File: src/rtl/riscv_mem_arbiter.sv
// Round-robin arbiter sharing one in-order memory port between the data port and two fetch slots.
// An in-order tag FIFO remembers who issued each request so responses are steered back to the issuer.
module riscv_mem_arbiter #(
    parameter int MAX_OUTST = 4
) (
    input  logic                       clk,
    input  logic                       reset,

    input  logic [66:0]                imemreq0_msg,
    input  logic                       imemreq0_val,
    output logic                       imemreq0_rdy,
    output logic [34:0]                imemresp0_msg,
    output logic                       imemresp0_val,

    input  logic [66:0]                imemreq1_msg,
    input  logic                       imemreq1_val,
    output logic                       imemreq1_rdy,
    output logic [34:0]                imemresp1_msg,
    output logic                       imemresp1_val,

    input  logic [66:0]                dmemreq_msg,
    input  logic                       dmemreq_val,
    output logic                       dmemreq_rdy,
    output logic [34:0]                dmemresp_msg,
    output logic                       dmemresp_val,

    output logic [66:0]                memreq_msg,
    output logic                       memreq_val,
    input  logic                       memreq_rdy,
    input  logic [34:0]                memresp_msg,
    input  logic                       memresp_val,

    output logic [$clog2(MAX_OUTST):0] outst_count,
    output logic                       resp_err
);
    localparam int PTR_W = $clog2(MAX_OUTST);
    localparam int CNT_W = PTR_W + 1;

    typedef enum logic [1:0] {
        REQ_DMEM  = 2'd0,
        REQ_IMEM0 = 2'd1,
        REQ_IMEM1 = 2'd2
    } req_id_t;

    req_id_t          last_gnt;
    req_id_t          gnt_idx;
    req_id_t          head_idx;
    logic             gnt_any;
    logic             grant_ok;
    logic [2:0]       req_val;
    logic             full;
    logic             empty;
    logic             fire;
    logic             pop;
    logic [PTR_W-1:0] wr_ptr;
    logic [PTR_W-1:0] rd_ptr;
    req_id_t          tag_mem [MAX_OUTST];

    function automatic req_id_t rr_next(req_id_t base, int unsigned off);
        int unsigned idx;
        idx = (32'(base) + off) % 3;
        return req_id_t'(idx[1:0]);
    endfunction

    assign req_val = {imemreq1_val, imemreq0_val, dmemreq_val};

    // Search starts one past the last winner, so the last winner is considered last.
    always_comb begin
        gnt_any = 1'b0;
        gnt_idx = last_gnt;
        for (int unsigned off = 1; off <= 3; off++) begin
            if (!gnt_any && req_val[rr_next(last_gnt, off)]) begin
                gnt_any = 1'b1;
                gnt_idx = rr_next(last_gnt, off);
            end
        end
    end

    always_comb begin
        case (gnt_idx)
            REQ_IMEM0: memreq_msg = imemreq0_msg;
            REQ_IMEM1: memreq_msg = imemreq1_msg;
            default:   memreq_msg = dmemreq_msg;
        endcase
    end

    assign full       = (outst_count == CNT_W'(MAX_OUTST));
    assign empty      = (outst_count == '0);
    assign memreq_val = gnt_any & ~full & ~reset;
    assign fire       = memreq_val & memreq_rdy;
    assign grant_ok   = gnt_any & memreq_rdy & ~full & ~reset;

    assign dmemreq_rdy  = grant_ok & (gnt_idx == REQ_DMEM);
    assign imemreq0_rdy = grant_ok & (gnt_idx == REQ_IMEM0);
    assign imemreq1_rdy = grant_ok & (gnt_idx == REQ_IMEM1);

    assign head_idx = tag_mem[rd_ptr];
    assign pop      = memresp_val & ~empty & ~reset;

    assign dmemresp_val  = pop & (head_idx == REQ_DMEM);
    assign imemresp0_val = pop & (head_idx == REQ_IMEM0);
    assign imemresp1_val = pop & (head_idx == REQ_IMEM1);

    assign dmemresp_msg  = memresp_msg;
    assign imemresp0_msg = memresp_msg;
    assign imemresp1_msg = memresp_msg;

    always_ff @(posedge clk or posedge reset) begin
        if (reset) begin
            last_gnt    <= REQ_IMEM1;
            wr_ptr      <= '0;
            rd_ptr      <= '0;
            outst_count <= '0;
            resp_err    <= 1'b0;
        end else begin
            if (fire) begin
                last_gnt <= gnt_idx;
                wr_ptr   <= wr_ptr + 1'b1;
            end
            if (pop)
                rd_ptr <= rd_ptr + 1'b1;
            if (fire && !pop)
                outst_count <= outst_count + 1'b1;
            else if (pop && !fire)
                outst_count <= outst_count - 1'b1;
            if (memresp_val && empty)
                resp_err <= 1'b1;
        end
    end

    always_ff @(posedge clk) begin
        if (fire)
            tag_mem[wr_ptr] <= gnt_idx;
    end

endmodule

File: config.mk
export PLATFORM = sky130hd
export DESIGN_NAME = riscv_mem_arbiter
export DESIGN_NICKNAME = d
export VERILOG_FILES = /design/src/rtl/riscv_mem_arbiter.sv
export SDC_FILE = /design/constraint.sdc
export NUM_CORES = 1
export LEC_CHECK = 0
export BUFFER_PORTS_ARGS = -buffer_cell sky130_fd_sc_hd__buf_2
export CORE_AREA = 3 3 163 165
export DETAILED_ROUTE_END_ITERATION = 6
export DIE_AREA = 0 0 166 168
export SYNTH_ARGS = -nofsm -noshare
export SYNTH_HDL_FRONTEND = slang
export SYNTH_SLANG_ARGS = --single-unit
File: constraint.sdc
create_clock -name clk -period 7 [get_ports clk]
set_clock_uncertainty 0.2 [all_clocks]
set_input_delay 1.05 -clock clk [delete_from_list [all_inputs] [get_ports clk]]
set_output_delay 1.05 -clock clk [all_outputs]
set_load 0.02 [all_outputs]
==> flow_summary.json, run 1 <==
{
  "outcome": "finished, final reports clean",
  "viasPerCell": 3.93,
  "grt_max_degree": 59,
  "yosys_warnings": 0,
  "wire_per_inst_um": 14.3,
  "rsz0062_at_grt": "false",
  "yosysSeqAreaShare_pct": 15.2,
  "yosys.cell_types.count": 42,
  "synth.avg_cell_area_um2": 7.33,
  "max-cap-violations": 0,
  "whs_ns": 0.252,
  "drc": 0,
  "clk_latency_ns": 0.25,
  "start_kind": "primary input",
  "routed_wl_mm": 13.3,
  "postCtsResizedCells": 0,
  "cp-end-kind": "output pin",
  "io_buffers": 285,
  "start_util_pct": 12.8,
  "fin_cells": 929,
  "crit_required_ns": 5.75,
  "yosys.area.top_type_share_pct": 24.4,
  "grt_pass1_wl_mm": 19.3,
  "max_stage_delay_ns": 0.68,
  "clock-sinks": 18,
  "coreArea_um2": 25200,
  "post-cts-setup-buffer-count": 0,
  "cts_root_buf": "clkbuf_16",
  "criticalPathCategory": "in -> out",
  "die_w_um": 166,
  "critical_path_arrival_ns": 4.00,
  "synth_top_family_by_area": "compound AO/OA/AOI/OAI gates",
  "dr.pass1.iters": 7,
  "grt_antenna_before_repair": 1,
  "async_reset_ff_share_pct": 55.6,
  "ys_ff_latch": 18,
  "finalCriticalPeriod_ns": 5.25,
  "htreeDepth": 1,
  "synth-xor-area-share_pct": 1.63,
  "fin_nets": 855,
  "maxSlewViolCount": 0,
  "grt_usage_pct": 8.55,
  "vias": 3649,
  "yosysTopAreaCell": "buf_4",
  "synth-edff-count": 8,
  "max_slew.worst_pin.slew_ns": 0.698,
  "place.gp.congestion": 0.799,
  "synth_area_leaders": "buf_4 (24%), a22oi_1 (16%), a21oi_1 (11%)",
  "cts_tree": "built",
  "yosys.area_share.adder_pct": 5.27,
  "finalCritPeriodShare_pct": 75.0,
  "rows": 58,
  "drive_gt1_share_pct": 54.2,
  "max_freq_mhz": 191,
  "hold_viol": 0,
  "initialDrtViolationCount": 131,
  "overflow": 0,
  "synth-compound-area-share_pct": 31.6,
  "path_cells": "buf_2, a22o_1, a211oi_2, a31oi_4, a21o_2, a21oi_1, ha_2, buf_12, a22oi_1, a21oi_1, buf_2",
  "syn_nets": 696,
  "synth.cell_area_um2": 3230,
  "ant_nets": 0,
  "io_pins": 426,
  "hp-class": "reg -> reg",
  "cts_max_path_buffers": 2,
  "place_inst": 924,
  "tns_ns": 0,
  "first_global_vias": 3439,
  "cp_max_fo": 35,
  "slew_headroom_pct": 53.4,
  "die_area_um2": 27900,
  "synth_flop_cell": "dfrtp_1",
  "finish.utilization_pct": 17.2,
  "clk_pin_slew_ns": 0.05,
  "areaGrowthSynthToFinish_pct": 33.9,
  "die_h_um": 168,
  "hpwlAfterDp_mm": 11.2,
  "cts_hold_buf": 0,
  "slowest_stage": "ha_2",
  "synth_cells": 440,
  "setup_viol": 0,
  "numCtsBuffers": 3,
  "synthMuxAreaShare_pct": 3.02,
  "yosys.area_share.simple_pct": 13.6
}
metal layers:
layer	track usage, %	vias up	routed length, um
met3	3.43	11	1690
met4	1.34	0	126
met1	10.5	1614	5110
li1	-	1761	-
met5	0	-	0
met2	14.5	263	6380
final cells by class:
type	count	area [um2]
diodes	1	2.50
clock buffers	4	78.8
fillers	2893	20900
inverters	9	33.8
multi-input cells	275	1800
flip-flops and latches	18	492
well taps	330	413
repair buffers	292	1500
sequential cells by signal, summed over array words and instances (netlist names):
register	count
resp_err	1
outst_count	3
rd_ptr	2
wr_ptr	2
last_gnt	2
tag_mem	8
Yosys cell counts (2+ instances only):
master    instances
a22oi_1          67
mux2_2            2
edfxtp_1          8
ha_1             12
mux4_2            2
a21o_1            2
a21oi_1          70
xor2_1            3
o221ai_2          2
o21ai_0           3
inv_1             9
or2b_2            2
nand2_1           4
dfrtp_1           9
nor3b_1           2
buf_4           105
xnor2_1           3
nand3_1           2
nor2_1           71
nor3_1            3
mux2_4            2
clkbuf_1         24
and2_4            6
and2_2            2
a21o_2            2
buf_1             7
cell families after synthesis:
family | count (synthesis)
buffers and inverters | 147
flip-flops | 18
multiplexers | 6
AND/OR/NAND/NOR | 96
AO/OA/AOI/OAI | 154
adder cells (fa/ha/maj) | 13
XOR/XNOR | 6
path summary, 6_finish.rpt:
kind	start	to	slack (ns)	depth (start not counted)
max	imemreq1_val	memreq_msg[66]	1.75	11
max reg2reg	last_gnt[1]	outst_count[2]	3.80	11
max in group asynchronous	reset	last_gnt[1]	5.66	2
min	resp_err	resp_err	0.25	1
min reg2reg	resp_err	resp_err	0.25	1
min in group asynchronous	reset	outst_count[0]	0.61	2
worst max-delay path: cells and delay by family:
family / cells / cell delay [ns]
adder cells (fa/ha/maj): 1 / 0.68
buffers and inverters: 3 / 0.64
AO/OA/AOI/OAI: 7 / 1.59
through the flow:
stage	area, um2	worst slack (ns)
after global routing	4320	1.51
after CTS	4320	1.75
after detailed placement	4240	1.77
final	4320	1.75
after floorplan	3230	2.30
after global placement	4240	1.79
layout by cell type (no fill, tap or decap), drive strengths merged:
master,count
a211oi,1
a21o,4
a21oi,70
a22o,1
a22oi,67
a31oi,1
and2,8
and2b,1
buf,292
clkbuf,4
dfrtp,9
dfstp,1
diode,1
edfxtp,8
fa,1
ha,12
inv,9
mux2,4
mux4,2
nand2,4
nand3,2
nand4b,1
nor2,71
nor3,3
nor3b,2
o21a,2
o21ai,3
o21bai,1
o221ai,2
o31a,1
o31ai,1
or2b,2
or3b,1
or4,1
xnor2,3
xor2,3
Power of run 1 is not shown: default switching activity piles up to over one toggle a cycle in this logic, so the estimate is an artifact.
==> run 2, diff against run 1 <==
Clock period 7 ns to 5.4 ns, I/O delays scaled along.
==> run 2 against run 1 <==
  * Global-route usage decreased by 0.22 points
  * Register-to-register slack worse by 1.6 ns
  * Non-clock buffer count stayed put
  * Final area fell by 0.35%
  * Core utilization fell by 0.060 points
  * Die area unchanged
  * Critical path depth grew 1
  * Routed wire length shrank 2.3%
  * First-iteration DRC count grew 46%
==> flow_summary.json, run 2 (synthesis results as in run 1) <==
{
  "outcome": "finished, final reports clean",
  "areaGrowthSynthToFinish_pct": 33.5,
  "cts_hold_buf": 0,
  "multi_input_area_um2": 1800,
  "grt_max_degree": 75,
  "finalCriticalPeriod_ns": 4.67,
  "cts_tree": "built",
  "layout_common_cells": "buf_2 (285), nor2_1 (71), a21oi_1 (70)",
  "max_freq_mhz": 214,
  "die_area_um2": 27900,
  "slowest_stage": "dfstp_2",
  "io_buffers": 285,
  "initialDrtViolationCount": 191,
  "viasPerCell": 3.94,
  "cp_max_fo": 32,
  "htreeDepth": 1,
  "finalCritPeriodShare_pct": 86.5,
  "maxSlewViolCount": 0,
  "timing.final.ws_setup_ns": 0.729,
  "grt_pass1_wl_mm": 19.1,
  "max_stage_delay_ns": 0.54,
  "max_slew.worst_pin.slew_ns": 0.540,
  "place.gp.congestion": 0.772,
  "drive_gt1_share_pct": 54.2,
  "critical_path_arrival_ns": 3.66,
  "coreArea_um2": 25200,
  "num-fill-cells": 2856,
  "final_common_cell": "buf_2",
  "fin_nets": 855,
  "top_regs": "tag_mem (8), outst_count (3)",
  "postCtsResizedCells": 0,
  "rows": 58,
  "first_global_vias": 3447,
  "clk_latency_ns": 0.25,
  "pre_cts_slack_ns": 0.964,
  "clock-sinks": 18,
  "max-cap-violations": 0,
  "antenna_cells": 0,
  "path_cells": "inv_1, ha_1, a22o_1, a211oi_2, a31oi_4, a21o_2, a21oi_1, ha_2, buf_4, a22oi_1, a21oi_1, buf_2",
  "start_util_pct": 12.8,
  "grt_antenna_before_repair": 1,
  "cp-end-kind": "output pin",
  "worstSetupStartpoint": "last_gnt[1]",
  "numCtsBuffers": 3,
  "r2r_start": "last_gnt[1]",
  "die_w_um": 166,
  "tns_ns": 0,
  "setup_viol": 0,
  "crit_buf_inv": 3,
  "crit_required_ns": 4.39,
  "clk_pin_slew_ns": 0.05,
  "cts_max_path_buffers": 2,
  "hold_viol": 0,
  "die_h_um": 168,
  "post-cts-setup-buffer-count": 0,
  "io_pins": 426,
  "start_kind": "flop",
  "rsz0062_at_grt": "false",
  "drc": 0,
  "overflow": 0,
  "hp-start": "resp_err",
  "register_area_um2": 492,
  "criticalPathCategory": "reg -> out",
  "ant_nets": 0,
  "dr.pass1.iters": 5,
  "vias": 3659,
  "largest_reg_flops": 8,
  "slew_headroom_pct": 63.7,
  "cp_top_family": "compound AO/OA/AOI/OAI gates",
  "wire_per_inst_um": 14.0,
  "cts_root_buf": "clkbuf_16",
  "routed_wl_mm": 13.0,
  "grt_usage_pct": 8.33,
  "hpwlAfterDp_mm": 11.1,
  "hp-class": "reg -> reg",
  "cp_common_cell": "a21oi_1",
  "largest-register": "tag_mem"
}
[run 2: changes by cell type in the layout (fill, tap and decap cells not counted), sizes merged]
cell	change
clkinv	+1
clkbuf	-1
diode	-1
[run 2: metrics by stage]
step / std cells / hold slack (ns) / util (%) / cell area, um2
detailed placement: 924 / 0.239 / 16.8 / 4230
global route: 928 / 0.293 / 17.1 / 4310
finish: 928 / 0.247 / 17.1 / 4310
global placement: 924 / 0.233 / 16.8 / 4230
floorplan: 440 / 0.277 / - / 3230
CTS: 928 / 0.251 / 17.1 / 4310
[run 2: final timing paths]
check	end	cells past startpoint	slack [ns]
setup / recovery	memreq_msg[46]	12	0.73
hold / removal	resp_err	1	0.25
setup reg to reg	outst_count[2]	11	2.21
hold reg to reg	resp_err	1	0.25
max in group asynchronous	last_gnt[1]	2	4.30
min in group asynchronous	rd_ptr[1]	2	0.37
[run 2: worst reg2reg max path: stages, from the launching register on]
cell	delay, ns
dfstp_2	0.54
inv_1	0.10
ha_1	0.24
or2b_2	0.33
a31oi_4	0.32
o21a_4	0.30
ha_1	0.21
inv_1	0.06
fa_1	0.37
xor2_1	0.17
nor2_1	0.11
xor2_1	0.15
[run 2: layout make-up]
cell class | count | area share [%]
inverters | 9 | 0.784
clock buffers | 3 | 1.74
multi-input cells | 275 | 41.7
repair buffers | 292 | 34.6
well taps | 330 | 9.59
clock inverters | 1 | 0.0872
flip-flops and latches | 18 | 11.4
[run 2: per-layer routing]
layer	GRT usage, %	vias to the layer above	routed length, um
met3	3.05	3	1490
met2	14.7	247	6390
met4	0.289	0	16
met1	10.3	1644	5100
met5	0	-	0
li1	-	1765	-
Power of run 2 is left out for the same reason.
==> run 3, diff against run 2 <==
Settings changed: PLACE_DENSITY_LB_ADDON set to 0.05.
==> run 3 against run 2 <==
  * Final area is 1.2% higher
  * Sequential share of layout area fell by 0.14 points
  * Sequential cell count did not move
  * Fmax shrank 6.5%
==> flow_summary.json, run 3 (synthesis results as in run 1) <==
{
  "outcome": "finished, final reports clean",
  "num-fill-cells": 2943,
  "cp_max_fo": 11,
  "vias": 3686,
  "largest_reg_flops": 8,
  "slew_headroom_pct": 54.4,
  "die_area_um2": 27900,
  "tns_ns": 0,
  "htreeDepth": 1,
  "whs_ns": 0.251,
  "final_common_cell": "buf_2",
  "post-cts-setup-buffer-count": 0,
  "routed_wl_mm": 18.3,
  "cts_hold_buf": 0,
  "first_global_vias": 3820,
  "critical_path_arrival_ns": 3.99,
  "rows": 58,
  "overflow": 0,
  "grt_max_degree": 60,
  "r2r-end": "outst_count[2]",
  "io_buffers": 285,
  "maxSlewViolCount": 0,
  "finalInstanceArea_um2": 4360,
  "cts_root_buf": "clkbuf_16",
  "clock-sinks": 18,
  "postCtsResizedCells": 0,
  "fin_nets": 858,
  "hp-class": "reg -> reg",
  "criticalPathCategory": "reg -> out",
  "drive_gt1_share_pct": 54.4,
  "grt_pass1_wl_mm": 25.7,
  "initialDrtViolationCount": 161,
  "register_area_um2": 492,
  "cts_tree": "built",
  "grt_antenna_before_repair": 5,
  "rr_worst_depth": 11,
  "clk_latency_ns": 0.25,
  "clk_pin_slew_ns": 0.05,
  "start_util_pct": 12.8,
  "coreArea_um2": 25200,
  "drc": 0,
  "crit_required_ns": 4.39,
  "layout_common_cells": "buf_2 (285), nor2_1 (71), a21oi_1 (70)",
  "multi_input_area_um2": 1800,
  "hpwlAfterDp_mm": 15.8,
  "placed_area_um2": 4280,
  "r2r_slack_ns": 2.20,
  "numCtsBuffers": 3,
  "r2r_start": "last_gnt[1]",
  "top_regs": "tag_mem (8), outst_count (3)",
  "cp-end-kind": "output pin",
  "timing.final.ws_setup_ns": 0.402,
  "areaGrowthSynthToFinish_pct": 35.1,
  "start_kind": "flop",
  "die_h_um": 168,
  "viasPerCell": 3.95,
  "die_w_um": 166,
  "worstSetupStartpoint": "last_gnt[1]",
  "max_slew.worst_pin.slew_ns": 0.683,
  "grt_usage_pct": 12.1,
  "rsz0062_at_grt": "false",
  "largest-register": "tag_mem",
  "dr.pass1.iters": 5,
  "worstSetupEndpoint": "memreq_msg[56]",
  "pre_cts_slack_ns": 0.598,
  "cts_max_path_buffers": 2,
  "wire_per_inst_um": 19.7,
  "finalCriticalPeriod_ns": 5.00,
  "place.gp.congestion": 0.863,
  "max-cap-violations": 0,
  "finalCritPeriodShare_pct": 92.5,
  "max_freq_mhz": 200,
  "setup_viol": 0,
  "io_pins": 426,
  "ant_nets": 0,
  "hold_viol": 0
}
run 3: cell types whose count changed in the layout (fill, tap and decap cells not counted):
cell,change
diode_2,+2
buf_12,+2
buf_4,+1
run 3: worst min path at each step:
stage,from,endpoint,slack [ns],cells past startpoint
2_1_floorplan,rd_ptr[1],rd_ptr[1],0.28,1
3_3_place_gp,resp_err,resp_err,0.24,1
5_1_grt,resp_err,resp_err,0.30,1
4_1_cts,resp_err,resp_err,0.26,1
6_report,resp_err,resp_err,0.25,1
3_5_place_dp,resp_err,resp_err,0.25,1
run 3: through the flow:
| step | instances | utilization (%) |
|---|---|---|
| 2_1_floorplan | 440 | - |
| 3_3_place_gp | 927 | 17.0 |
| 3_5_place_dp | 927 | 17.0 |
| 4_1_cts | 931 | 17.3 |
| 5_1_grt | 931 | 17.3 |
| 6_report | 933 | 17.3 |
run 3: routing by layer:
layer | global-route usage [%] | up-vias | part of all wire, %
met2 | 21.4 | 234 | 51
met4 | 0.940 | 0 | 0.30
met5 | 0 | - | 0
met3 | 5.85 | 6 | 12
li1 | - | 1770 | -
met1 | 13.8 | 1676 | 37
run 3: critical path: stages, from the launching register on:
cell,delay [ns]
dfstp_2,0.55
inv_1,0.09
ha_1,0.24
a22o_1,0.26
a211oi_2,0.26
a31oi_4,0.10
a21o_2,0.23
a21oi_1,0.37
ha_2,0.49
buf_4,0.28
a22oi_1,0.11
a21oi_1,0.46
buf_2,0.27
run 3: final cells by class:
type / instances / share of cell area (%)
Sequential cell: 18 / 11.3
Antenna cell: 2 / 0.115
Inverter: 9 / 0.775
Tap cell: 330 / 9.47
Clock buffer: 3 / 1.72
Timing Repair Buffer: 295 / 35.3
Clock inverter: 1 / 0.0861
Multi-Input combinational cell: 275 / 41.2
Power of run 3 is left out for the same reason.
